$ cat src/rtl/countdown_timer.sv
// countdown_timer: loadable synchronous down-counter with start/abort/pause
// control and a one-cycle terminal-count pulse on `done`.
//
// Optional feature: define COUNTDOWN_TIMER_AUTORELOAD_EN to reload the count
// from the last loaded value on every expiry. The block then stays in RUN and
// becomes a periodic tick generator until it sees abort, rst or a new start.
// Without the macro the reload register does not exist, and expiry returns
// the block to IDLE.
//
// Edge priority: rst > abort > start > pause > decrement.

module countdown_timer #(
  parameter int WIDTH = 8
) (
  input  logic             clk,
  input  logic             rst,
  input  logic             start,
  input  logic [WIDTH-1:0] load_val,
  input  logic             pause,
  input  logic             abort,
  output logic [WIDTH-1:0] count,
  output logic             busy,
  output logic             done
);

  typedef enum logic {
    IDLE = 1'b0,
    RUN  = 1'b1
  } state_t;

  state_t           state;
  state_t           state_next;
  logic [WIDTH-1:0] count_next;
  logic             done_next;

`ifdef COUNTDOWN_TIMER_AUTORELOAD_EN
  logic [WIDTH-1:0] reload;
  logic [WIDTH-1:0] reload_next;
`endif

  // busy is decoded straight from the state flop, so it is still a registered output
  assign busy = (state == RUN);

  // State, count, done pulse and reload value are all flops; reset clears everything
  always_ff @(posedge clk) begin
    if (rst) begin
      state  <= IDLE;
      count  <= '0;
      done   <= 1'b0;
`ifdef COUNTDOWN_TIMER_AUTORELOAD_EN
      reload <= '0;
`endif
    end else begin
      state  <= state_next;
      count  <= count_next;
      done   <= done_next;
`ifdef COUNTDOWN_TIMER_AUTORELOAD_EN
      reload <= reload_next;
`endif
    end
  end

  // Next-state logic: abort beats start, start beats pause, pause beats decrement
  always_comb begin
    state_next  = state;
    count_next  = count;
    done_next   = 1'b0;
`ifdef COUNTDOWN_TIMER_AUTORELOAD_EN
    reload_next = reload;
`endif

    if (abort) begin
      count_next = '0;
      state_next = IDLE;
    end else if (start) begin
      count_next = load_val;
`ifdef COUNTDOWN_TIMER_AUTORELOAD_EN
      reload_next = load_val;
`endif
      if (load_val == '0) begin
        done_next  = 1'b1;
        state_next = IDLE;
      end else begin
        state_next = RUN;
      end
    end else if ((state == RUN) && !pause) begin
      if (count == WIDTH'(1)) begin
        done_next = 1'b1;
`ifdef COUNTDOWN_TIMER_AUTORELOAD_EN
        count_next = reload;
`else
        count_next = '0;
        state_next = IDLE;
`endif
      end else if (count != '0) begin
        count_next = count - WIDTH'(1);
      end else begin
        state_next = IDLE;
      end
    end
  end

endmodule

$ cat config.mk
export PLATFORM = sky130hd
export DESIGN_NAME = countdown_timer
export DESIGN_NICKNAME = d
export VERILOG_FILES = /design/src/rtl/countdown_timer.sv
export SDC_FILE = /design/constraint.sdc
export NUM_CORES = 1
export LEC_CHECK = 0
export CAP_MARGIN = 20
export CORE_UTILIZATION = 47
export CTS_BUF_LIST = sky130_fd_sc_hd__clkbuf_4 sky130_fd_sc_hd__clkbuf_8
export DETAILED_ROUTE_END_ITERATION = 8
export PLACE_DENSITY = 0.8
export SYNTH_ARGS = -nofsm -noshare
export SYNTH_HDL_FRONTEND = slang
export SYNTH_SLANG_ARGS = --single-unit
$ cat constraint.sdc
create_clock -name clk -period 2.7 [get_ports clk]
set_input_delay 0.81 -clock clk [delete_from_list [all_inputs] [get_ports clk]]
set_output_delay 0.81 -clock clk [all_outputs]
set_load 0.005 [all_outputs]
==> results of run 1 <==
## routing by layer
layer,up-vias,wire [um]
li1,426,-
met5,-,0
met2,42,1027
met4,0,51
met1,423,939
met3,6,135
## through the flow
stage               hold WS, ns  area (um^2)
CTS                      0.5499         1030
global placement         0.5380        993.5
global route             0.5947         1030
finish                   0.5463         1030
floorplan                0.4964        753.2
detailed placement       0.5350        993.5
## cell usage in the layout (no fill, tap or decap), types with 3 or more instances in the layout
master	netlist	routed
o311ai_0	3	3
ha_1	3	3
dfxtp_1	10	10
nor2_1	7	7
clkdlybuf4s50_1	0	22
nand3_1	6	6
o21ai_0	5	5
nor3_1	4	4
buf_4	0	4
clkbuf_4	0	3
nand2_1	11	11
a21oi_1	7	7
inv_1	4	4
## state kept, by name, indices dropped and copies added (netlist names)
signal,count
busy,1
done,1
count,8
## power groups by stage
stage | registers, mW | logic, mW | clock network (mW)
after global placement | 0.166 | 0.113 | 0
after global routing | 0.164 | 0.128 | 0.154
after floorplan | 0.164 | 0.0683 | 0
final | 0.163 | 0.118 | 0.143
after detailed placement | 0.166 | 0.115 | 0
after CTS | 0.162 | 0.116 | 0.146
## cell families (layout without fill, tap and decap cells)
family                     count (synthesis)  count (layout)  synth area share, %
muxes                                      1               1                1.993
DFF                                       10              10                26.58
AOI/OAI and AO/OA                         31              31                30.07
buffers and inverters                     10              34                5.978
and+or+nand+nor                           43              43                30.40
adders and majority gates                  3               3                4.984
## final timing paths
kind,startpoint,end,slack [ns],depth (start not counted)
max,count[0],count[3],0.48,6
min,busy,busy,0.55,2
max reg2reg,count[0],count[3],0.48,6
min reg2reg,busy,busy,0.55,2
## tightest hold or removal path, cell delays in order (launching register included)
cell      delay [ns]
dfxtp_1         0.32
o311ai_0        0.09
a21oi_1         0.08
## layout make-up
class | instances | area share, %
inverters | 4 | 1.458
well taps | 16 | 1.944
clock buffers | 4 | 3.524
flip-flops and latches | 10 | 19.44
multi-input cells | 78 | 49.33
repair buffers | 26 | 24.30
==> flow_summary.html, run 1 <==
<table>
<tr><th>Metric</th><th>Value</th></tr>
<tr><th colspan="2">Global route</th></tr>
<tr><td>GR met1 Demand/Resource</td><td>approximately 37%</td></tr>
<tr><td>Global-route wire length before repair</td><td>3546 um</td></tr>
<tr><td>Routing usage on met2</td><td>40.63%</td></tr>
<tr><td>Global routing's busiest layer</td><td>met2</td></tr>
<tr><td>Met3 Resource Use GR</td><td>4.310%</td></tr>
<tr><td>Global-route total usage across every layer</td><td>26.95%</td></tr>
<tr><td>GR Overflow Total</td><td>0</td></tr>
<tr><td>Antenna violations before repair</td><td>0</td></tr>
<tr><td>Number of global-route vias before repair</td><td>785</td></tr>
<tr><td>Largest net degree at the start of global routing</td><td>15</td></tr>
<tr><th colspan="2">Finish</th></tr>
<tr><td>Final cell count without fillers</td><td>approximately 140</td></tr>
<tr><td>Sequential Area</td><td>about 200 um^2</td></tr>
<tr><td>Combined area of the multi-input logic cells</td><td>508.0 um^2</td></tr>
<tr><td>Area growth from synthesis to final layout</td><td>36.71%</td></tr>
<tr><td>Layout net count</td><td>139</td></tr>
<tr><td>Share of cells above drive strength 1</td><td>between 10% and 20%</td></tr>
<tr><td>Number of inserted diodes</td><td>0</td></tr>
<tr><td>Core Util, Final</td><td>68.36%</td></tr>
<tr><td>Count of fill cells added during filler insertion</td><td>155</td></tr>
<tr><th colspan="2">Drt</th></tr>
<tr><td>Wirelength, routed</td><td>2153 um</td></tr>
<tr><td>Wirelength per Cell</td><td>15.60 um</td></tr>
<tr><td>Number of vias per cell after detailed routing</td><td>between 6 and 7</td></tr>
<tr><td>Number of vias in the routed layout</td><td>897</td></tr>
<tr><td>DRC Markers</td><td>0</td></tr>
<tr><td>DRT iter0 DRCs</td><td>40</td></tr>
<tr><td>Final ANT Viol Nets</td><td>0</td></tr>
<tr><td>Detailed-router iteration count before antenna repair</td><td>4</td></tr>
<tr><th colspan="2">CTS</th></tr>
<tr><td>Buffer levels on the longest clock path</td><td>2</td></tr>
<tr><td>CTS-repair resized insts</td><td>0</td></tr>
<tr><td>Total of hold buffers inserted after clock tree synthesis</td><td>0</td></tr>
<tr><td>H-tree depth reported by CTS</td><td>1</td></tr>
<tr><td>Clock latency at the later pin of the worst-skew pair</td><td>0.27 ns</td></tr>
<tr><td># Post-CTS Setup Buffers</td><td>0</td></tr>
<tr><td>Clock slew at reported path FFs</td><td>0.08 ns</td></tr>
<tr><td>Number of buffers added by the clock tree synthesis step</td><td>3</td></tr>
<tr><td>Root cell of the clock tree</td><td>clkbuf_4</td></tr>
<tr><td>Number of sinks on the clock net</td><td>10</td></tr>
<tr><td>CTS tree</td><td>done</td></tr>
<tr><th colspan="2">Pwr</th></tr>
<tr><td>Internal power consumption</td><td>about 0.30 mW</td></tr>
<tr><td>Peak supply drop</td><td>228.8 uV</td></tr>
<tr><td>Overall power</td><td>0.4234 mW</td></tr>
<tr><td>Seq pwr share</td><td>38.4%</td></tr>
<tr><td>Part of the total power dissipated in the clock network</td><td>33.8%</td></tr>
<tr><td>Reported leakage power</td><td>0.3853 nW</td></tr>
<tr><td>Ratio of total power to cell area</td><td>just over 400 nW/um^2</td></tr>
<tr><td>Net switching share of the total power</td><td>29.87%</td></tr>
<tr><td>Share of total power in combinational logic</td><td>27.8%</td></tr>
<tr><td>Total net switching power</td><td>0.1265 mW</td></tr>
<tr><th colspan="2">Timing</th></tr>
<tr><td>Share of the clock period used by the worst path after layout</td><td>between 80 and 90%</td></tr>
<tr><td>Number of slew-limit violations in the final report</td><td>0</td></tr>
<tr><td>Setup skew after layout</td><td>0.007302 ns</td></tr>
<tr><td>Setup slack after layout</td><td>0.4816 ns</td></tr>
<tr><td>Setup repair after global routing missed its margin</td><td>false</td></tr>
<tr><td>Hold Vio Cnt, Final</td><td>0</td></tr>
<tr><td>Final critical delay including setup and external delays</td><td>2.218 ns</td></tr>
<tr><td>Worst Max-Slew Pin Slew</td><td>0.5429 ns</td></tr>
<tr><td>Final number of setup-violating endpoints</td><td>0</td></tr>
<tr><td>Top achievable clock speed</td><td>450.8 MHz</td></tr>
<tr><td>Slew headroom</td><td>between 60 and 70%</td></tr>
<tr><td>Setup TNS</td><td>0 ns</td></tr>
<tr><th colspan="2">Worst setup path</th></tr>
<tr><td>Kind of cell adding the most delay to the critical path</td><td>compound AO/OA/AOI/OAI gates</td></tr>
<tr><td>Type of destination of the critical path</td><td>flop</td></tr>
<tr><td>Data required time at the worst endpoint</td><td>2.88 ns</td></tr>
<tr><td>Longest individual stage delay on the worst path</td><td>0.51 ns</td></tr>
<tr><td>Cells traversed along the worst timing path</td><td>inv_1 &gt; ha_1 &gt; or4b_4 &gt; o31ai_1 &gt; a22oi_1 &gt; o21a_1</td></tr>
<tr><td>Worst Setup Path Type</td><td>flop to flop</td></tr>
<tr><td>Data arrival time of the critical path</td><td>2.39 ns</td></tr>
<tr><td>Slowest cell on crit path</td><td>or4b_4</td></tr>
<tr><td>Kind of launch point of the worst setup path</td><td>flop</td></tr>
<tr><td>Bufs and invs on worst path</td><td>1</td></tr>
<tr><td>Largest fanout on the critical path</td><td>8</td></tr>
<tr><th colspan="2">Logic synthesis</th></tr>
<tr><td>Most frequent cell after synthesis</td><td>nand2_1</td></tr>
<tr><td>Register bit total from synthesis</td><td>10</td></tr>
<tr><td>Largest cells by area after synthesis</td><td>dfxtp_1 (27%), nand2_1 (5.5%), ha_1 (5.0%)</td></tr>
<tr><td>Yosys synthesis warning count</td><td>0</td></tr>
<tr><td>Top post-synthesis cells by count</td><td>nand2_1 (11), dfxtp_1 (10), a21oi_1 (7), nor2_1 (7), nand3_1 (6)</td></tr>
<tr><td>Mapped Nets</td><td>114</td></tr>
<tr><td>Synthesized area</td><td>~750 um^2</td></tr>
<tr><td>Top FF cell, synth</td><td>dfxtp_1</td></tr>
<tr><td>Post-Syn Area per Cell</td><td>7.686 um^2</td></tr>
<tr><td>Biggest area consumer among synthesized cells</td><td>dfxtp_1</td></tr>
<tr><td>Area share of the largest cell type after synthesis</td><td>26.58%</td></tr>
<tr><td>Ys async rst share</td><td>0%</td></tr>
<tr><td>Number of instances in the synthesized netlist</td><td>98</td></tr>
<tr><td>Sequential element share of the synthesized area</td><td>around a quarter</td></tr>
<tr><td>Count of flip-flops with a built-in enable after synthesis</td><td>0</td></tr>
<tr><td>Number of distinct library cell variants in the gate-level netlist after synthesis</td><td>37</td></tr>
<tr><th colspan="2">Placed design</th></tr>
<tr><td>Port buffer count</td><td>22</td></tr>
<tr><td>Cell total after placement</td><td>134</td></tr>
<tr><td>DP Worst Slack</td><td>0.4214 ns</td></tr>
<tr><td>Final weighted congestion of routability-driven global placement</td><td>0.9338</td></tr>
<tr><td>Estimated wirelength of the detail-placed design</td><td>1612 um</td></tr>
<tr><th colspan="2">Run status</th></tr>
<tr><td>Result of the run</td><td>complete, no violations</td></tr>
<tr><th colspan="2">Flow run</th></tr>
<tr><td>Max_cap viols</td><td>0</td></tr>
<tr><th colspan="2">Die</th></tr>
<tr><td>Total die area</td><td>1767 um^2</td></tr>
<tr><td>Std-Cell Rows</td><td>14</td></tr>
<tr><td>Width of the die</td><td>about 42 um</td></tr>
<tr><td>Core footprint</td><td>1506 um^2</td></tr>
<tr><td>I/O pin count</td><td>23</td></tr>
<tr><td>Starting Density</td><td>50.00%</td></tr>
<tr><td>Die H</td><td>42.03 um</td></tr>
<tr><th colspan="2">Worst hold path</th></tr>
<tr><td>Worst min-delay path category</td><td>flop to flop</td></tr>
</table>
No activity file was read; power rests on OpenSTA's default activity.
==> run 2: changes to the inputs <==
--- a/config.mk
+++ b/config.mk
@@ -6,10 +6,10 @@
 export NUM_CORES = 1
 export LEC_CHECK = 0
 export CAP_MARGIN = 20
-export CORE_UTILIZATION = 47
+export CORE_UTILIZATION = 43
 export CTS_BUF_LIST = sky130_fd_sc_hd__clkbuf_4 sky130_fd_sc_hd__clkbuf_8
 export DETAILED_ROUTE_END_ITERATION = 8
-export PLACE_DENSITY = 0.8
+export PLACE_DENSITY = 0.77
 export SYNTH_ARGS = -nofsm -noshare
 export SYNTH_HDL_FRONTEND = slang
 export SYNTH_SLANG_ARGS = --single-unit
==> constraint.sdc (replaced) <==
create_clock -name clk -period 2 [get_ports clk]
set_input_delay 0.6 -clock clk [delete_from_list [all_inputs] [get_ports clk]]
set_output_delay 0.6 -clock clk [all_outputs]
set_load 0.005 [all_outputs]
==> flow_summary.html, run 2 (synthesized netlist as in run 1, its figures left out) <==
<table>
<tr><th>Metric</th><th>Value</th></tr>
<tr><th colspan="2">Run status</th></tr>
<tr><td>Result of the run</td><td>complete, no violations</td></tr>
<tr><th colspan="2">Die</th></tr>
<tr><td>I/O pin count</td><td>23 (unchanged)</td></tr>
<tr><td>Std-Cell Rows</td><td>14 (unchanged)</td></tr>
<tr><td>Total die area</td><td>1923 um^2 (+8.9%)</td></tr>
<tr><td>Core footprint</td><td>1577 um^2 (+4.7%)</td></tr>
<tr><td>Width of the die</td><td>43.86 um (+4.3%)</td></tr>
<tr><td>Die H</td><td>43.86 um (+4.3%)</td></tr>
<tr><td>Starting Density</td><td>47.78% (-2.2 points)</td></tr>
<tr><th colspan="2">Worst setup path</th></tr>
<tr><td>Data arrival time of the critical path</td><td>2.13 ns (-0.26 ns)</td></tr>
<tr><td>Worst Setup Path Type</td><td>flop to flop</td></tr>
<tr><td>Total number of cells along the worst setup path</td><td>6 (unchanged)</td></tr>
<tr><td>Longest individual stage delay on the worst path</td><td>0.48 ns (-0.03 ns)</td></tr>
<tr><td>Cells traversed along the worst timing path</td><td>inv_1 &gt; ha_2 &gt; or4b_4 &gt; o31a_1 &gt; mux2_4 &gt; o31ai_4</td></tr>
<tr><td>Slowest cell on crit path</td><td>or4b_4</td></tr>
<tr><td>Kind of launch point of the worst setup path</td><td>flop</td></tr>
<tr><td>Data required time at the worst endpoint</td><td>2.19 ns (-0.69 ns)</td></tr>
<tr><td>Path depth of the worst reg2reg path</td><td>6 (unchanged)</td></tr>
<tr><td>Largest fanout on the critical path</td><td>3 (-5)</td></tr>
<tr><td>Type of destination of the critical path</td><td>flop</td></tr>
<tr><td>Kind of cell adding the most delay to the critical path</td><td>simple AND/OR/NAND/NOR gates</td></tr>
<tr><td>Register-to-register setup slack</td><td>0.06 ns (-0.43 ns)</td></tr>
<tr><td>Bufs and invs on worst path</td><td>1 (unchanged)</td></tr>
<tr><th colspan="2">Placed design</th></tr>
<tr><td>Estimated wirelength of the detail-placed design</td><td>1858 um (+15%)</td></tr>
<tr><td>Port buffer count</td><td>22 (unchanged)</td></tr>
<tr><td>Final weighted congestion of routability-driven global placement</td><td>0.8942 (-4.2%)</td></tr>
<tr><th colspan="2">Timing</th></tr>
<tr><td>Share of the clock period used by the worst path after layout</td><td>97.23% (+15 points)</td></tr>
<tr><td>Hold Vio Cnt, Final</td><td>0 (unchanged)</td></tr>
<tr><td>Final number of setup-violating endpoints</td><td>0 (unchanged)</td></tr>
<tr><td>Top achievable clock speed</td><td>514.2 MHz (+14%)</td></tr>
<tr><td>Number of slew-limit violations in the final report</td><td>0 (unchanged)</td></tr>
<tr><td>Slew headroom</td><td>73.37% (+9.9 points)</td></tr>
<tr><td>Worst Max-Slew Pin Slew</td><td>0.3945 ns (-0.1484 ns)</td></tr>
<tr><td>Final critical delay including setup and external delays</td><td>1.945 ns (-0.2738 ns)</td></tr>
<tr><td>Setup skew after layout</td><td>0.003211 ns (-0.004091 ns)</td></tr>
<tr><td>Setup repair after global routing missed its margin</td><td>false</td></tr>
<tr><td>Minimum hold slack</td><td>0.5255 ns (-0.02085 ns)</td></tr>
<tr><th colspan="2">Drt</th></tr>
<tr><td>DRT iter0 DRCs</td><td>60 (+50%)</td></tr>
<tr><td>Final ANT Viol Nets</td><td>0 (unchanged)</td></tr>
<tr><td>Detailed-router iteration count before antenna repair</td><td>7 (+3)</td></tr>
<tr><td>DRC Markers</td><td>0 (unchanged)</td></tr>
<tr><td>Wirelength, routed</td><td>2387 um (+11%)</td></tr>
<tr><td>Number of vias per cell after detailed routing</td><td>6.461 (-0.61%)</td></tr>
<tr><td>Wirelength per Cell</td><td>15.70 um (+0.66%)</td></tr>
<tr><td>Number of vias in the routed layout</td><td>982 (+9.5%)</td></tr>
<tr><th colspan="2">Global route</th></tr>
<tr><td>Antenna violations before repair</td><td>0 (unchanged)</td></tr>
<tr><td>Largest net degree at the start of global routing</td><td>11 (-4)</td></tr>
<tr><td>Global-route wire length before repair</td><td>3684 um (+3.9%)</td></tr>
<tr><td>GR Overflow Total</td><td>0 (unchanged)</td></tr>
<tr><td>Number of global-route vias before repair</td><td>841 (+7.1%)</td></tr>
<tr><td>Global-route total usage across every layer</td><td>25.96% (-0.99 points)</td></tr>
<tr><th colspan="2">Finish</th></tr>
<tr><td>Largest register by flop count</td><td>count</td></tr>
<tr><td>Layout net count</td><td>154 (+11%)</td></tr>
<tr><td>Max FFs per register</td><td>8 (unchanged)</td></tr>
<tr><td>Most frequent cells in the layout</td><td>clkdlybuf4s50_1 (22), buf_4 (19), nand2_1 (11)</td></tr>
<tr><td>Most frequent standard cell in the layout excluding fill and tap cells</td><td>clkdlybuf4s50_1</td></tr>
<tr><td>Core Util, Final</td><td>71.75% (+3.4 points)</td></tr>
<tr><td>Area growth from synthesis to final layout</td><td>50.17%</td></tr>
<tr><td>Share of cells above drive strength 1</td><td>21.32% (+11 points)</td></tr>
<tr><td>Number of inserted diodes</td><td>0 (unchanged)</td></tr>
<tr><th colspan="2">CTS</th></tr>
<tr><td># Post-CTS Setup Buffers</td><td>0 (unchanged)</td></tr>
<tr><td>Clock slew at reported path FFs</td><td>0.07 ns (about the same)</td></tr>
<tr><td>Number of sinks on the clock net</td><td>10 (unchanged)</td></tr>
<tr><td>Buffer levels on the longest clock path</td><td>2 (unchanged)</td></tr>
<tr><td>Total of hold buffers inserted after clock tree synthesis</td><td>0 (unchanged)</td></tr>
<tr><td>H-tree depth reported by CTS</td><td>1 (unchanged)</td></tr>
<tr><td>Number of buffers added by the clock tree synthesis step</td><td>3 (unchanged)</td></tr>
<tr><td>Clock latency at the later pin of the worst-skew pair</td><td>0.27 ns (about the same)</td></tr>
<tr><td>CTS tree</td><td>done</td></tr>
<tr><td>Root cell of the clock tree</td><td>clkbuf_4</td></tr>
<tr><th colspan="2">Worst hold path</th></tr>
<tr><td>Worst min-delay path category</td><td>flop to flop</td></tr>
<tr><td>Hold depth</td><td>2 (unchanged)</td></tr>
<tr><th colspan="2">Pwr</th></tr>
<tr><td>Peak supply drop</td><td>323.7 uV (+41%)</td></tr>
<tr><td>Overall power</td><td>0.5437 mW (+28%)</td></tr>
<tr><td>Reported leakage power</td><td>0.4507 nW (+17%)</td></tr>
<tr><td>Ratio of total power to cell area</td><td>480.7 nW/um^2 (+17%)</td></tr>
<tr><th colspan="2">Flow run</th></tr>
<tr><td>Max_cap viols</td><td>0 (unchanged)</td></tr>
</table>
[run 2: cell count changes in the layout (fill, tap and decap cells not counted), sizes merged]
| cell | delta |
|---|---|
| buf | +15 |
| clkbuf | -1 |
[run 2: metal layers]
metal | share of wire, % | wire length [um] | vias to the layer above | GRT usage, %
li1 | - | - | 458 | -
met1 | 42 | 999 | 448 | 31.82
met2 | 48 | 1139 | 65 | 42.69
met3 | 8.3 | 199 | 11 | 5.000
met4 | 2.0 | 48 | 0 | 13.94
met5 | 0 | 0 | - | 0
[run 2: layout make-up]
class	instances	area, um^2
Sequential cell	10	200.2
Clock buffer	3	22.52
Fill cell	133	445.4
Inverter	4	15.01
Timing Repair Buffer	41	362.8
Tap cell	16	20.02
Multi-Input combinational cell	78	510.5
[run 2: report_power, final]
part	leakage (nW)	total, mW	internal [mW]	switching [mW]
clock network	0.0138	0.139	0.0696	0.0694
logic	0.355	0.190	0.102	0.0876
registers	0.0816	0.215	0.207	0.00799
total	0.451	0.544	0.379	0.165
[run 2: final timing paths]
kind,startpoint,endpoint
max reg2reg,count[1],count[1]
min reg2reg,busy,busy
max,count[1],count[1]
min,busy,busy
[run 2: repair_timing]
action | in CTS | in global routing
endpoints found under the hold margin | 0 | 0
resized for setup | 0 | 3
endpoints found under the setup margin | 0 | 4
[run 2: through the flow]
step	instance area, um^2	TNS (ns)	instances	setup WS [ns]
2_1_floorplan	753.2	0	98	0.007493
3_3_place_gp	1106	-0.1126	149	-0.07694
3_5_place_dp	1106	-0.2038	149	-0.1385
4_1_cts	1129	0	152	0.003515
5_1_grt	1131	0	152	0.0008440
6_report	1131	0	152	0.05541
[run 2: tightest hold or removal path, delay by kind of cell, from the launching register on]
kind | cells | cell delay (ns)
AOI/OAI and AO/OA | 2 | 0.16
DFF | 1 | 0.31
